$ cat config.mk
export PLATFORM = sky130hd
export DESIGN_NAME = downsampler
export DESIGN_NICKNAME = d
export VERILOG_FILES = /design/src/rtl/ds_pkg.sv /design/src/rtl/ds_line_buffer.sv /design/src/rtl/downsampler.sv
export SDC_FILE = /design/constraint.sdc
export NUM_CORES = 1
export LEC_CHECK = 0
export BUFFER_PORTS_ARGS = -buffer_cell sky130_fd_sc_hd__buf_2
export CORE_UTILIZATION = 50
export DETAILED_ROUTE_END_ITERATION = 8
export PLACE_DENSITY_LB_ADDON = 0.12
export SLEW_MARGIN = 0
export SYNTH_ARGS = -nofsm -noshare
export SYNTH_HDL_FRONTEND = slang
export SYNTH_SLANG_ARGS = --single-unit
$ cat constraint.sdc
create_clock -name clk -period 5.05 [get_ports clk]
set_clock_uncertainty 0.15 [all_clocks]
set_input_delay 0.7575 -clock clk [delete_from_list [all_inputs] [get_ports clk]]
set_output_delay 0.7575 -clock clk [all_outputs]
set_load 0.02 [all_outputs]
$ cat src/rtl/ds_pkg.sv
// Shared definitions for the 2x2 stride-2 pooling downsampler.
// Build option: DOWNSAMPLER_AVG_EN selects average pooling instead of max pooling.
package ds_pkg;

   localparam int N_DEFAULT = 16;

`ifdef DOWNSAMPLER_AVG_EN
   localparam bit AVG_EN = 1'b1;
`else
   localparam bit AVG_EN = 1'b0;
`endif

   typedef enum logic {
      COMB_MAX,
      COMB_AVG
   } comb_t;

   localparam comb_t COMBINE = AVG_EN ? COMB_AVG : COMB_MAX;

   // What an accepted pixel does, decoded from the parity of its position.
   typedef enum logic [1:0] {
      PH_HOLD,
      PH_STORE,
      PH_EMIT
   } phase_t;

   function automatic int cnt_width(input int n);
      return (n > 1) ? $clog2(n) : 1;
   endfunction

   // Averaging keeps the full pair sum, so it needs one extra bit per entry.
   function automatic int entry_width(input int n);
      return AVG_EN ? n + 1 : n;
   endfunction

endpackage

$ cat src/rtl/ds_line_buffer.sv
// Half-row storage of horizontal pair results from the even input row.
// Synchronous write, combinational read, contents deliberately not reset.
module ds_line_buffer
   import ds_pkg::*;
#(
   parameter int DEPTH = 4,
   parameter int W     = 16,
   parameter int AW    = 2
) (
   input  logic          clk,
   input  logic          we,
   input  logic [AW-1:0] waddr,
   input  logic [W-1:0]  wdata,
   input  logic [AW-1:0] raddr,
   output logic [W-1:0]  rdata
);

   logic [W-1:0] mem [DEPTH];

   always_ff @(posedge clk) begin
      if (we)
         mem[waddr] <= wdata;
   end

   assign rdata = mem[raddr];

endmodule

$ cat src/rtl/downsampler.sv
// Streaming 2x2 stride-2 pooling of a raster-order signed image.
// Define DOWNSAMPLER_AVG_EN for floor-average pooling; default is signed max.
module downsampler
   import ds_pkg::*;
#(
   parameter int N     = N_DEFAULT,
   parameter int IMG_W = 8,
   parameter int IMG_H = 8
) (
   input  logic                clk,
   input  logic                rst,
   input  logic                in_valid,
   output logic                in_ready,
   input  logic signed [N-1:0] in_data,
   output logic                out_valid,
   input  logic                out_ready,
   output logic signed [N-1:0] out_data,
   output logic                out_last
);

   localparam int CW = cnt_width(IMG_W);
   localparam int RW = cnt_width(IMG_H);
   localparam int HW = IMG_W / 2;
   localparam int AW = cnt_width(HW);
   localparam int EW = entry_width(N);

   logic [CW-1:0]        col;
   logic [RW-1:0]        row;
   logic signed [N-1:0]  hold;
   phase_t               phase;
   logic                 in_fire;
   logic                 out_fire;
   logic                 last_pix;
   logic signed [EW-1:0] h;
   logic signed [EW-1:0] lb_rdata;
   logic [AW-1:0]        lb_addr;
   logic                 lb_we;
   logic signed [N-1:0]  result;

   // Input is only refused while a finished output is waiting for the consumer.
   assign in_ready = !(out_valid && !out_ready);
   assign in_fire  = in_valid && in_ready;
   assign out_fire = out_valid && out_ready;

   always_comb begin
      phase = PH_HOLD;
      if (col[0])
         phase = row[0] ? PH_EMIT : PH_STORE;
   end

   assign lb_addr  = AW'(col >> 1);
   assign lb_we    = in_fire && (phase == PH_STORE);
   assign last_pix = (row == RW'(IMG_H - 1)) && (col == CW'(IMG_W - 1));

   generate
      if (COMBINE == COMB_AVG) begin : g_avg
         logic signed [N+1:0] sum4;
         always_comb begin
            h      = {hold[N-1], hold} + {in_data[N-1], in_data};
            sum4   = {h[EW-1], h} + {lb_rdata[EW-1], lb_rdata};
            result = N'(sum4 >>> 2);
         end
      end else begin : g_max
         always_comb begin
            h      = (in_data > hold) ? in_data : hold;
            result = (lb_rdata > h) ? lb_rdata : h;
         end
      end
   endgenerate

   ds_line_buffer #(
      .DEPTH (HW),
      .W     (EW),
      .AW    (AW)
   ) u_line_buffer (
      .clk   (clk),
      .we    (lb_we),
      .waddr (lb_addr),
      .wdata (h),
      .raddr (lb_addr),
      .rdata (lb_rdata)
   );

   // Raster position of the next input pixel.
   always_ff @(posedge clk or posedge rst) begin
      if (rst) begin
         col <= '0;
         row <= '0;
      end else if (in_fire) begin
         if (col == CW'(IMG_W - 1)) begin
            col <= '0;
            row <= (row == RW'(IMG_H - 1)) ? '0 : row + 1'b1;
         end else begin
            col <= col + 1'b1;
         end
      end
   end

   always_ff @(posedge clk or posedge rst) begin
      if (rst)
         hold <= '0;
      else if (in_fire && (phase == PH_HOLD))
         hold <= in_data;
   end

   // A new result may replace one leaving on the same edge, so there is no bubble.
   always_ff @(posedge clk or posedge rst) begin
      if (rst) begin
         out_valid <= 1'b0;
         out_data  <= '0;
         out_last  <= 1'b0;
      end else begin
         if (out_fire) begin
            out_valid <= 1'b0;
            out_last  <= 1'b0;
         end
         if (in_fire && (phase == PH_EMIT)) begin
            out_valid <= 1'b1;
            out_data  <= result;
            out_last  <= last_pix;
         end
      end
   end

endmodule
; ---- Word level (Yosys, flattened, before mapping)
; Memory sizes are Yosys's and may differ from the RTL's.
; Index checks and enable logic that the tools add are counted.
[word_totals]
ramBits = 64
elab_cells = 38
n_memories = 1
reg_bits = 40
inputBits = 20
output_inout_bits = 19
[mem_list]
columns = memory, depth, width, rd, rd_clocked_by_memory_dff, wr, line
row1 = u_line_buffer.mem, 4, 16, 1, 0, 1, ds_line_buffer.sv:18  ; logic [W-1:0] mem [DEPTH];
[classes]
addsub = 2
eq_ne = 4
mux = 11
order_cmp = 2
reduce_logical = 12
[ops]
columns = cell, count
row1 = $gt A16 B16 Y1, 2
row2 = $mux W16, 2
row3 = $logic_and A1 B1 Y1, 7
row4 = $add A3 B1 Y3 const B, 2
row5 = $eq A3 B3 Y1 const B, 2
row6 = $mux W3, 2
row7 = $mux W1, 5
row8 = $mux W2, 2
row9 = $eq A2 B1 Y1 const B, 1
row10 = $eq A2 B2 Y1 const B, 1
row11 = $logic_not A1 Y1, 2
row12 = $logic_not A2 Y1, 1
row13 = $reduce_and A2 Y1, 1
row14 = $reduce_bool A2 Y1, 1

; ---- Logic depth before layout (Yosys ltp)
[depth]
depth_word = 7
mapped_depth = 19
ltp_nobuf = 15

; ---- Hierarchy
; A second synthesis with hierarchy kept.
[unflattened]
cells_unflattened = 408
area_unflattened_um2 = 5456.5
[by_module_without_submodules]
columns = mod, cells_each, seq_area_each_um2, instances, area_per_inst_um2
row1 = downsampler, 320, 1001.0, 1, 3079.2
row2 = ds_line_buffer, 88, 1921.8, 1, 2377.3

; ---- Worst setup path after synthesis
; Ideal clock, no wire load.
[synth_timing]
kind = input port to flip-flop
startpoint = input in_data[15]
endpoint = register out_data[1]
setup_ns = 0.132
required_time_ns = 4.768
setup_slack_ns = 0.609
n_path_buf = 4
t_arrival_ns = 4.158
path_stages = 17
cell_sequence = ha_1 buf_6 nand4_2 nor4_1 a21boi_0 buf_2 buf_6 mux2i_1 mux2_4 ha_1 nor2b_1 o211ai_1 a2111oi_0 a2111oi_0 nor2_1 buf_4 o221ai_2
[synth_between]
elab_chain_cells = 4
[synth_rtl]
columns = item, line
row1 = start: declaration, downsampler.sv:14  ; input logic signed [N-1:0] in_data,
row2 = $gt A16 B16 Y1, downsampler.sv:65  ; h = (in_data > hold) ? in_data : hold;
row3 = $mux W16 *, downsampler.sv:65
row4 = $gt A16 B16 Y1, downsampler.sv:66  ; result = (lb_rdata > h) ? lb_rdata : h;
row5 = $mux W16 *, downsampler.sv:66
row6 = end signal: assignment, downsampler.sv:119  ; out_data <= result;
row7 = end: declaration, downsampler.sv:17  ; output logic signed [N-1:0] out_data,
; Mark *: on every way between the ends. The rest lies on a longest branch, timed or not.
; A chain may end at the register's enable or synchronous reset.

; ---- Worst setup path in the final report
[layout_timing]
startpoint = input in_data[14]
endpoint = register out_data[14]
; Same word-level chain as after synthesis.

==> qor.txt <==
Run status - complete, no violations
Most frequent cell after synthesis - sky130_fd_sc_hd__edfxtp_1
Arrival time at the worst endpoint - 4.74 ns
TritonCTS Buffers - 9
Clk network pwr share - 12.9%
RSZ-0062 raised after global routing - no
Number of cells after detailed placement - 589
Worst relative slew slack - 26.1%
Cell taking the most area after synthesis - sky130_fd_sc_hd__edfxtp_1
Cell at the root of the clock tree - sky130_fd_sc_hd__clkbuf_8
GRT Max-Usage Layer - met2
Top-level I/O count - 39
GRT Util Overall - 21.1%
Register bit count reported by yosys - 104
Synthesized netlist cell count - 422
Total number of H-tree levels - 3
Instance count along the most critical hold path - 2
Switching portion of total power - 40.9%
Yosys top cell area share - 35.2%
Final Instance Area - 6000 um^2
P_leak - 0.00264 uW
Routed length per instance - 18.0 um
Startpoint of the lowest-slack register-to-register path - hold[15]$_DFFE_PP0P_
Number of placement rows - 37
Placeable core region - 10500 um^2
Number of endpoints with negative hold slack in the final report - 0
Count of vias placed by the detailed router - 3332
Maximum fanout along the worst path - 16
Avg Cell Area, Syn - 12.9 um^2
Met1 Use GR - 28.2%
Final #Nets - 520
Insertion delay to the later sink of the worst-skew pair - 0.37 ns
CTS tree - built
Yosys warnings - 0
Crit Reg-Reg Endpoint - out_data[14]$_DFFE_PP0P_
Combined area of the multi-input logic cells - 2260 um^2
Total number of clock tree sinks - 104
Worst-case vdd ir drop - 0.292 mV
Register area - 2920 um^2
Worst r2r path cells - 13
Post-Place Cell Area - 5800 um^2
Number of nets produced by synthesis - 478
Least-Margin Pin Slew - 1.11 ns
Top_reg_cell synth - sky130_fd_sc_hd__edfxtp_1
Pins over their slew limit - 0
Number of enable flip-flop cells after synthesis - 64
Power Dens Cells - 643 nW/um^2
GPL Wtd Cong - 0.779
Leading post-synthesis cells by instance count - sky130_fd_sc_hd__edfxtp_1 (64), sky130_fd_sc_hd__nand2_1 (53), sky130_fd_sc_hd__inv_1 (52), sky130_fd_sc_hd__dfrtp_1 (40), sky130_fd_sc_hd__ha_1 (36)
Share of the clock period used by the worst path - 92.7%
Number of buffers between clock root and the deepest sink - 2
1st-pass router iterations - 4
Hold Crit Endpoint - out_data[10]$_DFFE_PP0P_
Initial antenna violation count - 0
Sequential fraction of the synthesis area - 53.5%
Setup-failing EPs final - 0
Netlist Area Pre-Place - 5460 um^2
Global Route met2 Usage - 35.3%
Die height - 107 um
Wire length of the first global-routing pass - 17900 um
Die width - 107 um
Non-Filler Instances - 605
Die Footprint - 11300 um^2
Distinct cell type count after synthesis - 39
Final-layout setup total negative slack - 0 ns
Hold Worst Slack - 0.341 ns
Via count of the first global-routing pass - 3416
Largest net degree at the start of global routing - 41
DR iter-0 viols - 182
Power dissipated by switching net loads - 1580 uW
Clk pin slew, worst setup/hold paths - 0.10 ns
Starting density of the core - 52.2%
I/O Buffers - 38
Grt ovf - 0
Post-route core utilization - 57.3%
Final routed wirelength across all metal layers - 10900 um
Diode count - 0
R2R Setup Slk - 0.45 ns
Worst hold-check path type - reg2reg
Number of buffers inserted to repair setup after CTS - 0
Hold path startpoint - out_data[10]$_DFFE_PP0P_
Max capacitance violation total - 0
Met3 track demand over resource - 2.88%
Ratio of cells with drive above 1 in the final layout - 24.7%
Number of remaining DRC errors - 0
WS Path Type - in2reg
Count of fill cells added during filler insertion - 888
Cell internal power dissipation - 2280 uW
Half-perimeter wire length after placement - 7710 um
Final Critical Period - 4.68 ns
Share of async-settable or async-resettable flops after synthesis - 38.5%
Antenna Violating Nets Remaining - 0
Largest cells by area after synthesis - sky130_fd_sc_hd__edfxtp_1 (35%), sky130_fd_sc_hd__dfrtp_1 (18%), sky130_fd_sc_hd__ha_1 (8.2%)
Relative contribution of sequential cells to total power - 36.8%
Fraction of power consumed by combinational cells - 50.3%
Layout area overhead - 9.88%
Type of element launching the critical path - input port
Critical path required time - 5.11 ns
Type of destination of the critical path - flip-flop
Via count normalized by instance count - 5.51
Highest clock frequency the design can meet - 214 MHz
-- critical path, stage by stage --
cell and delay [ns]:
sky130_fd_sc_hd__buf_2 0.12, sky130_fd_sc_hd__ha_1 0.33, sky130_fd_sc_hd__nand4_2 0.14, sky130_fd_sc_hd__nor4_1 0.56, sky130_fd_sc_hd__a211o_2 0.54, sky130_fd_sc_hd__mux2_2 0.42, sky130_fd_sc_hd__ha_1 0.31, sky130_fd_sc_hd__a21o_1 0.19
sky130_fd_sc_hd__a2111oi_2 0.34, sky130_fd_sc_hd__inv_1 0.10, sky130_fd_sc_hd__nor2_1 0.11, sky130_fd_sc_hd__a21bo_1 0.60, sky130_fd_sc_hd__o221ai_1 0.21
-- cell usage in the layout, fill, tap and decap left out, drive strengths merged, types with 2 or more instances in the layout --
master	synthesis	layout
a21oi	12	12
o221ai	17	17
ha	36	36
dfrtp	40	40
nor4	3	3
a21o	4	4
nand3	4	4
nor2	9	9
nor2b	2	2
nor3	3	3
mux2i	33	33
nand4	6	6
buf	10	48
clkinvlp	0	2
nand2	53	53
mux2	20	20
a2111oi	3	3
clkinv	0	2
mux4	15	15
clkbuf	7	10
inv	52	54
edfxtp	64	64
o21ai	19	19
-- what timing repair did --
action,4_1_cts,5_1_grt
hold buffers,0,0
setup endpoints to repair,0,2
gates resized for setup,0,2
-- metal layers --
layer / routed length [um] / share of wire (%)
met4: 159 / 1.5
met2: 5340 / 49
met5: 0 / 0
met1: 5060 / 46
met3: 338 / 3.1
-- state kept, by name, indices dropped and copies added, names as in the netlist --
register and cells:
u_line_buffer.mem 64, hold 16, out_data 16, col 3, row 3, out_last 1
out_valid 1
-- power groups by stage --
| stage | combinational, uW | clock [uW] | sequential [uW] |
|---|---|---|---|
| after floorplan | 1480 | 0 | 1430 |
| after global placement | 1910 | 0 | 1430 |
| after detailed placement | 1950 | 0 | 1440 |
| after CTS | 1970 | 510 | 1430 |
| after global routing | 2170 | 542 | 1450 |
| final | 1940 | 500 | 1420 |
-- how the worst max path moves through the flow --
stage,from,endpoint,slack [ns],cells after the start
after floorplan,in_data[15],out_data[1]$_DFFE_PP0P_,0.61,17
after global placement,in_data[15],out_data[9]$_DFFE_PP0P_,-0.05,13
after detailed placement,in_data[15],out_data[9]$_DFFE_PP0P_,-0.21,13
after CTS,in_data[15],out_data[9]$_DFFE_PP0P_,0.19,13
after global routing,in_data[15],out_data[9]$_DFFE_PP0P_,0.1,13
final,in_data[14],out_data[14]$_DFFE_PP0P_,0.37,13
-- logic make-up (layout without fill, tap and decap cells) --
group           Yosys count  after routing  share of synthesized area (%)
mux                      68             68                           17.0
buf+inv                  69            116                           5.59
simple gates             84             84                           6.78
fa+ha+maj                36             36                           8.25
flops                   104            104                           53.5
compound gates           61             61                           8.80
-- final cells by class --
type | instances | share of cell area, %
timing repair buffer | 48 | 4.42
sequential | 104 | 48.7
tap | 136 | 2.84
inverter | 52 | 3.25
multi-input combinational | 249 | 37.7
clock inverter | 6 | 0.813
clock buffer | 10 | 2.29
-- metrics by stage --
step | power (uW) | worst slack, ns
2_1_floorplan | 2910 | 0.609
3_3_place_gp | 3350 | -0.0533
3_5_place_dp | 3400 | -0.208
4_1_cts | 3900 | 0.186
5_1_grt | 4170 | 0.0960
6_report | 3860 | 0.371
(Power assumes the default switching activity.)
